===== src/rtl/glb_gin_sender.sv =====
// GLB-side GIN transmitter: streams a programmed SRAM block out through a
// 2-entry FIFO onto a valid/ready port, tagging each word with its (X,Y) destination.
module glb_gin_sender #(
    parameter int DATA_BITS = 32,
    parameter int ADDR_BITS = 16,
    parameter int XID_BITS  = 5,
    parameter int YID_BITS  = 4
) (
    input  logic                 clk,
    input  logic                 rst,
    input  logic                 start,
    input  logic [ADDR_BITS-1:0] cfg_base_addr,
    input  logic [15:0]          cfg_words_per_tag,
    input  logic [XID_BITS-1:0]  cfg_num_x,
    input  logic [YID_BITS-1:0]  cfg_num_y,
    output logic                 busy,
    output logic                 done,
    output logic                 sram_re,
    output logic [ADDR_BITS-1:0] sram_addr,
    input  logic [DATA_BITS-1:0] sram_rdata,
    output logic                 out_valid,
    input  logic                 out_ready,
    output logic [DATA_BITS-1:0] out_data,
    output logic [XID_BITS-1:0]  tag_X,
    output logic [YID_BITS-1:0]  tag_Y
);

    typedef enum logic [1:0] {IDLE, ISSUE, DRAIN} state_t;

    localparam logic [XID_BITS-1:0] X_ONE = XID_BITS'(1);
    localparam logic [YID_BITS-1:0] Y_ONE = YID_BITS'(1);

    state_t                state, state_next;
    logic [15:0]           wpt_q, wcnt;
    logic [XID_BITS-1:0]   nx_q, xcnt;
    logic [YID_BITS-1:0]   ny_q, ycnt;
    logic [ADDR_BITS-1:0]  addr_q;
    logic                  inflight;
    logic [XID_BITS-1:0]   inflight_x;
    logic [YID_BITS-1:0]   inflight_y;
    logic [DATA_BITS-1:0]  fifo_data [2];
    logic [XID_BITS-1:0]   fifo_x [2];
    logic [YID_BITS-1:0]   fifo_y [2];
    logic                  wr_ptr, rd_ptr;
    logic [1:0]            fifo_count, fifo_count_next, occ;
    logic                  push, pop, issue, last_issue, accept, zero_start, drain_done;
    logic                  wcnt_last, xcnt_last, ycnt_last;

    assign sram_addr = addr_q;
    assign sram_re   = issue;
    assign out_valid = (fifo_count != 2'd0);
    assign out_data  = fifo_data[rd_ptr];
    assign tag_X     = fifo_x[rd_ptr];
    assign tag_Y     = fifo_y[rd_ptr];

    always_comb begin
        push       = inflight;
        pop        = out_valid && out_ready;
        accept     = 1'b0;
        zero_start = 1'b0;
        if (state == IDLE && start) begin
            if (cfg_words_per_tag != '0 && cfg_num_x != '0 && cfg_num_y != '0)
                accept = 1'b1;
            else
                zero_start = 1'b1;
        end
        // FIFO slots plus the read still in the SRAM pipe bound what may be issued
        occ        = fifo_count + {1'b0, inflight};
        issue      = (state == ISSUE) && ((occ < 2'd2) || (occ == 2'd2 && pop));
        wcnt_last  = (wcnt == wpt_q - 16'd1);
        xcnt_last  = (xcnt == nx_q - X_ONE);
        ycnt_last  = (ycnt == ny_q - Y_ONE);
        last_issue = issue && wcnt_last && xcnt_last && ycnt_last;
        unique case ({push, pop})
            2'b10:   fifo_count_next = fifo_count + 2'd1;
            2'b01:   fifo_count_next = fifo_count - 2'd1;
            default: fifo_count_next = fifo_count;
        endcase
        drain_done = (state == DRAIN) && !inflight && (fifo_count_next == 2'd0);
        state_next = state;
        unique case (state)
            IDLE:    if (accept) state_next = ISSUE;
            ISSUE:   if (last_issue) state_next = DRAIN;
            DRAIN:   if (drain_done) state_next = IDLE;
            default: state_next = IDLE;
        endcase
    end

    always_ff @(posedge clk or posedge rst) begin
        if (rst) state <= IDLE;
        else     state <= state_next;
    end

    always_ff @(posedge clk or posedge rst) begin
        if (rst) begin
            busy       <= 1'b0;
            done       <= 1'b0;
            addr_q     <= '0;
            wpt_q      <= '0;
            nx_q       <= '0;
            ny_q       <= '0;
            wcnt       <= '0;
            xcnt       <= '0;
            ycnt       <= '0;
            inflight   <= 1'b0;
            inflight_x <= '0;
            inflight_y <= '0;
        end else begin
            done     <= zero_start || drain_done;
            inflight <= issue;
            if (accept)          busy <= 1'b1;
            else if (drain_done) busy <= 1'b0;
            if (accept) begin
                addr_q <= cfg_base_addr;
                wpt_q  <= cfg_words_per_tag;
                nx_q   <= cfg_num_x;
                ny_q   <= cfg_num_y;
                wcnt   <= '0;
                xcnt   <= '0;
                ycnt   <= '0;
            end else if (issue) begin
                addr_q     <= addr_q + ADDR_BITS'(1);
                inflight_x <= xcnt;
                inflight_y <= ycnt;
                if (!wcnt_last) begin
                    wcnt <= wcnt + 16'd1;
                end else begin
                    wcnt <= '0;
                    if (!xcnt_last) begin
                        xcnt <= xcnt + X_ONE;
                    end else begin
                        xcnt <= '0;
                        ycnt <= ycnt + Y_ONE;
                    end
                end
            end
        end
    end

    always_ff @(posedge clk or posedge rst) begin
        if (rst) begin
            for (int unsigned i = 0; i < 2; i++) begin
                fifo_data[i] <= '0;
                fifo_x[i]    <= '0;
                fifo_y[i]    <= '0;
            end
            wr_ptr     <= 1'b0;
            rd_ptr     <= 1'b0;
            fifo_count <= '0;
        end else begin
            if (push) begin
                fifo_data[wr_ptr] <= sram_rdata;
                fifo_x[wr_ptr]    <= inflight_x;
                fifo_y[wr_ptr]    <= inflight_y;
                wr_ptr            <= ~wr_ptr;
            end
            if (pop) rd_ptr <= ~rd_ptr;
            fifo_count <= fifo_count_next;
        end
    end

endmodule


===== config.mk =====
export PLATFORM = sky130hd
export DESIGN_NAME = glb_gin_sender
export DESIGN_NICKNAME = d
export VERILOG_FILES = /design/src/rtl/glb_gin_sender.sv
export SDC_FILE = /design/constraint.sdc
export NUM_CORES = 1
export LEC_CHECK = 0
export CAP_MARGIN = 15
export CORE_UTILIZATION = 49
export DETAILED_ROUTE_END_ITERATION = 16
export GPL_ROUTABILITY_DRIVEN = 0
export HOLD_SLACK_MARGIN = 0.08
export PLACE_DENSITY = 0.77
export SLEW_MARGIN = 5
export SYNTH_ARGS = -nofsm -noshare
export SYNTH_HDL_FRONTEND = slang
export SYNTH_SLANG_ARGS = --single-unit

===== constraint.sdc =====
create_clock -name clk -period 6.05 [get_ports clk]
set_input_delay 1.21 -clock clk [delete_from_list [all_inputs] [get_ports clk]]
set_output_delay 1.21 -clock clk [all_outputs]
set_load 0.05 [all_outputs]

# == Yosys cells after proc, flatten, opt, wreduce, memory -nomap -nowiden ==
# Index checks and enable logic that the tools add are counted.
# word_totals
reg_bits,166
inputBits,77
output_inout_bits,61
wordCells,123
# classes
addsub,10
n_lt_le_gt_ge,4
n_eq_ne,11
mux,42
bitwise,5
n_reduce_logical,29
# op_table
cell,count
2-to-1 mux 32 bit,4
2-to-1 mux 16 bit,5
bitwise mux 64 bit,1
2-to-1 mux 5 bit,8
"adder 16 x 1 -> 16 bit, second input constant",2
demux 32 bit (select 1 bit),1
2-to-1 mux 4 bit,8
equality test 16 bit,1
nonzero test 16 bit,1
"subtractor 16 x 1 -> 16 bit, second input constant",1
logical AND 1 bit,12
bitwise mux 10 bit,1
nonzero test 2 bit,5
bitwise mux 8 bit,1
"equality test 2 bit, second input constant",3
2-to-1 mux 1 bit,6
2-to-1 mux 2 bit,3
"inequality test 2 bit, second input constant",3
one-hot mux 2 bit (3 select lines),1
AND reduction 3 bit,2
"adder 5 x 1 -> 5 bit, second input constant",1
demux 5 bit (select 1 bit),1
equality test 5 bit,1
nonzero test 5 bit,1
other kinds (20),28

# == Depth between registers and ports, before layout ==
# depth
word_depth,10
depth_mapped,10
mapped_depth_nobuf,9

# == Worst setup path before layout ==
# No wires, ideal clock.
# synth_path
path_kind,in2out
start,input port out_ready
end,output port sram_re
arrival_time_ns,2.644
t_required_ns,4.840
slack_ns,2.196
cell_stages,6
path_buffers,2
path_cell_list,o21ai_0 > o21ai_0 > nand2_1 > clkinv_1 > clkbuf_1 > clkbuf_1
# synth_via
elab_chain_len,4
# synth_rtl
element,line_no,text
from (decl),22,"input logic out_ready,"
logical AND 1 bit,58,pop = out_valid && out_ready;
logical AND 1 bit,69,issue = (state == ISSUE) && ((occ < 2'd2) || (occ == 2'd2 && pop));
logical OR 1 bit,69,
logical AND 1 bit,69,
to (decl),18,"output logic sram_re,"
# No other way between the ends.

# == Final worst setup path ==
# Ends and elaborated chain as after synthesis.

==> impl_metrics.py <==
metrics = {
    "die": {
        "rows": 47,
        "die_h_um": 132.5,
        "initial_core_util": 0.5029,
        "die-area_mm2": 0.01755,
        "die_w_um": 132.5,
        "core_mm2": 0.01658,
        "ios": 138,
    },
    "sta": {
        "fin_crit_sh": 0.7279,
        "setup_tns_ps": 0,
        "max_slew_margin": 0.2899,
        "rsz0062_at_grt": "no",
        "fmax_mhz": 227.1,
        "finalCriticalPeriod_ps": 4404,
        "finalHoldViolCount": 0,
        "setup_viol": 0,
        "worst_hold_slack_ps": 486.9,
        "drv_slew": 0,
        "skew_ps": 10.13,
        "tightest_slew_ps": 1061,
    },
    "cts": {
        "clk_latency_ps": 420,
        "cts_setup_buffers": 0,
        "cts_buffers": 17,
        "cts_resized": 0,
        "cts-root-buf": "clkbuf_16",
        "cts.sinks": 166,
        "clkTransAtPathRegs_ps": 70,
        "cts_tree": "done",
        "postCtsHoldBufs": 0,
        "clockBufferDepth": 2,
        "htree_levels": 4,
    },
    "setup_path": {
        "cp-end-kind": "output port",
        "critical_path_class": "input pin to output port",
        "worstSetupStartpointType": "input pin",
        "cp_data_arrival_time_ps": 3190,
        "cp.required_ps": 4840,
        "ff2ff_path_depth": 9,
        "cp_max_fo": 21,
    },
    "routing": {
        "post-route-drc-count": 0,
        "routed_wl_mm": 18.23,
        "num_vias": 6005,
        "drt-pass1-iter-count": 5,
        "routedWlPerCell_um": 16.37,
        "dr.first_iter.drc_count": 263,
        "viasPerCell": 5.390,
        "ant_nets": 0,
    },
    "synthesis": {
        "synthCells": 755,
        "yosysMostFrequentCell": "dfrtp_1",
        "yosysTopAreaCell": "dfrtp_1",
        "ys.flop_type": "dfrtp_1",
        "syn_nets": 841,
        "synth_top_area_share": 0.4980,
        "synthTopCellsByCount": "166 x dfrtp_1, 132 x nand2_1, 124 x mux2_2",
        "ys_seq_elements": 166,
        "synth_edf_count": 0,
        "synth_cell_type_count": 65,
        "ys_warn_count": 0,
        "synth_area_leaders": "dfrtp_1 50%, mux2_2 17%, nand2_1 5.9%, xor2_1 3.4%, xnor2_1 2.8%",
        "synthArstFlopShare": 1.000,
        "syn_area_mm2": 0.008340,
        "ys_seq_area_frac": 0.4980,
        "syn-mean-instance-area_um2": 11.05,
    },
    "place": {
        "hpwl_mm": 12.48,
        "portBuffers": 137,
    },
    "power_and_ir_drop": {
        "ir_worst_vdd_v": 0.0003481,
        "p_per_area_mw_per_mm2": 571.2,
        "p_leak_nw": 4.545,
        "power.total_mw": 6.006,
    },
    "global_routing": {
        "grt.total_usage": 0.2188,
        "grt_max_degree": 102,
        "antenna_found_initial": 0,
        "first_global_vias": 6113,
        "grt_overflow": 0,
        "grt_pass1_wl_mm": 30.57,
    },
    "hold_path": {
        "hold_class": "flip-flop to flip-flop",
        "min_path_cells": 2,
    },
    "layout": {
        "syn2layout_area_growth_pct": 26.06,
        "drive_above_1_share": 0.2215,
        "nets": 967,
        "antennaDiodeCount": 0,
    },
    "flow_run": {
        "cap_violations": 0,
    },
    "outcome": {
        "status": "completed",
    },
}
==> flip-flops by register name, indices dropped and copies added, names as in the netlist, 8 cells and up <==
name       flops
fifo_data     64
fifo_x        10
fifo_y         8
sram_addr     16
wcnt          16
wpt_q         16
==> area by class of cell <==
cell class / instances / area [µm²]
clock buffer: 18 / 439.2
inverter: 16 / 65.06
sequential: 166 / 4155
tap: 220 / 275.3
timing repair buffer: 144 / 1424
fill: 1333 / 6070
multi-input combinational: 536 / 3991
clock inverter: 14 / 163.9
==> worst max-delay path, cell delays in order <==
cell and delay (ps):
clkdlybuf4s50_1 450, o21ai_0 140, o21ai_0 200, nand2_1 80, buf_4 220, clkinv_1 80
clkdlybuf4s50_1 790
==> power breakdown <==
part / internal (mW) / switching (mW) / leakage [nW] / total, mW
Combinational: 1.26 / 1.76 / 2.17 / 3.03
Clock: 0.632 / 0.467 / 0.293 / 1.10
Sequential: 1.50 / 0.383 / 2.08 / 1.88
Total: 3.39 / 2.61 / 4.55 / 6.01
==> routing by layer <==
metal,share of wire,track usage,up-vias
li1,-,-,2902
met1,0.47,0.3072,2914
met2,0.47,0.3474,175
met3,0.049,0.04253,14
met4,0.0092,0.05939,0
met5,0,0,-
==> through the flow <==
stage	utilization	area, µm²	cells	worst slack (ps)
3_5_place_dp	0.5976	9911	1082	1645
3_3_place_gp	0.5976	9911	1082	1678
6_report	0.6340	10510	1114	1646
5_1_grt	0.6340	10510	1114	1518
4_1_cts	0.6340	10510	1114	1634
2_1_floorplan	-	8341	755	350.0
==> cells in the final DEF, fill, tap and decap left out, types with 3 or more instances in the layout <==
cell type / Yosys / layout
inv_6: 0 / 7
xnor2_1: 27 / 27
nand4_1: 9 / 9
mux2_2: 124 / 124
mux2i_1: 4 / 4
clkbuf_16: 0 / 17
inv_1: 15 / 14
a22o_1: 4 / 4
nor2_1: 26 / 24
nand3b_1: 4 / 4
nand3_1: 24 / 24
a221o_2: 5 / 5
a22o_2: 4 / 4
nor4_1: 6 / 6
buf_4: 1 / 7
nor3_1: 13 / 13
a21o_1: 3 / 3
dfrtp_1: 166 / 165
xor2_1: 32 / 32
a31oi_1: 3 / 3
o211ai_1: 3 / 3
nor2b_1: 11 / 11
clkdlybuf4s50_1: 0 / 137
a21oi_1: 14 / 14
o21ai_0: 26 / 26
or4_1: 3 / 3
a221o_1: 4 / 4
or2_2: 4 / 4
nand2b_1: 3 / 3
nand2_1: 132 / 131
ha_1: 9 / 9
==> worst paths after layout <==
kind	slack, ps	start	end
worst max-delay path	1650	out_ready	sram_re
worst min-delay path	490	busy	busy
worst max register to register	2950	wpt_q[0]	wcnt[10]
worst min register to register	490	busy	busy
max in group asynchronous	3540	rst	rd_ptr
min in group asynchronous	1350	rst	fifo_data[25]
==> cell families after synthesis <==
kind of cell	after synthesis	share of synthesized area
XOR/XNOR	59	0.06196
buffers and inverters	53	0.02550
AO/OA/AOI/OAI	87	0.08176
adder cells (fa/ha/maj)	9	0.01350
flip-flops	166	0.4980
AND/OR/NAND/NOR	253	0.1470
multiplexers	128	0.1722
(Power assumes the default switching activity.)
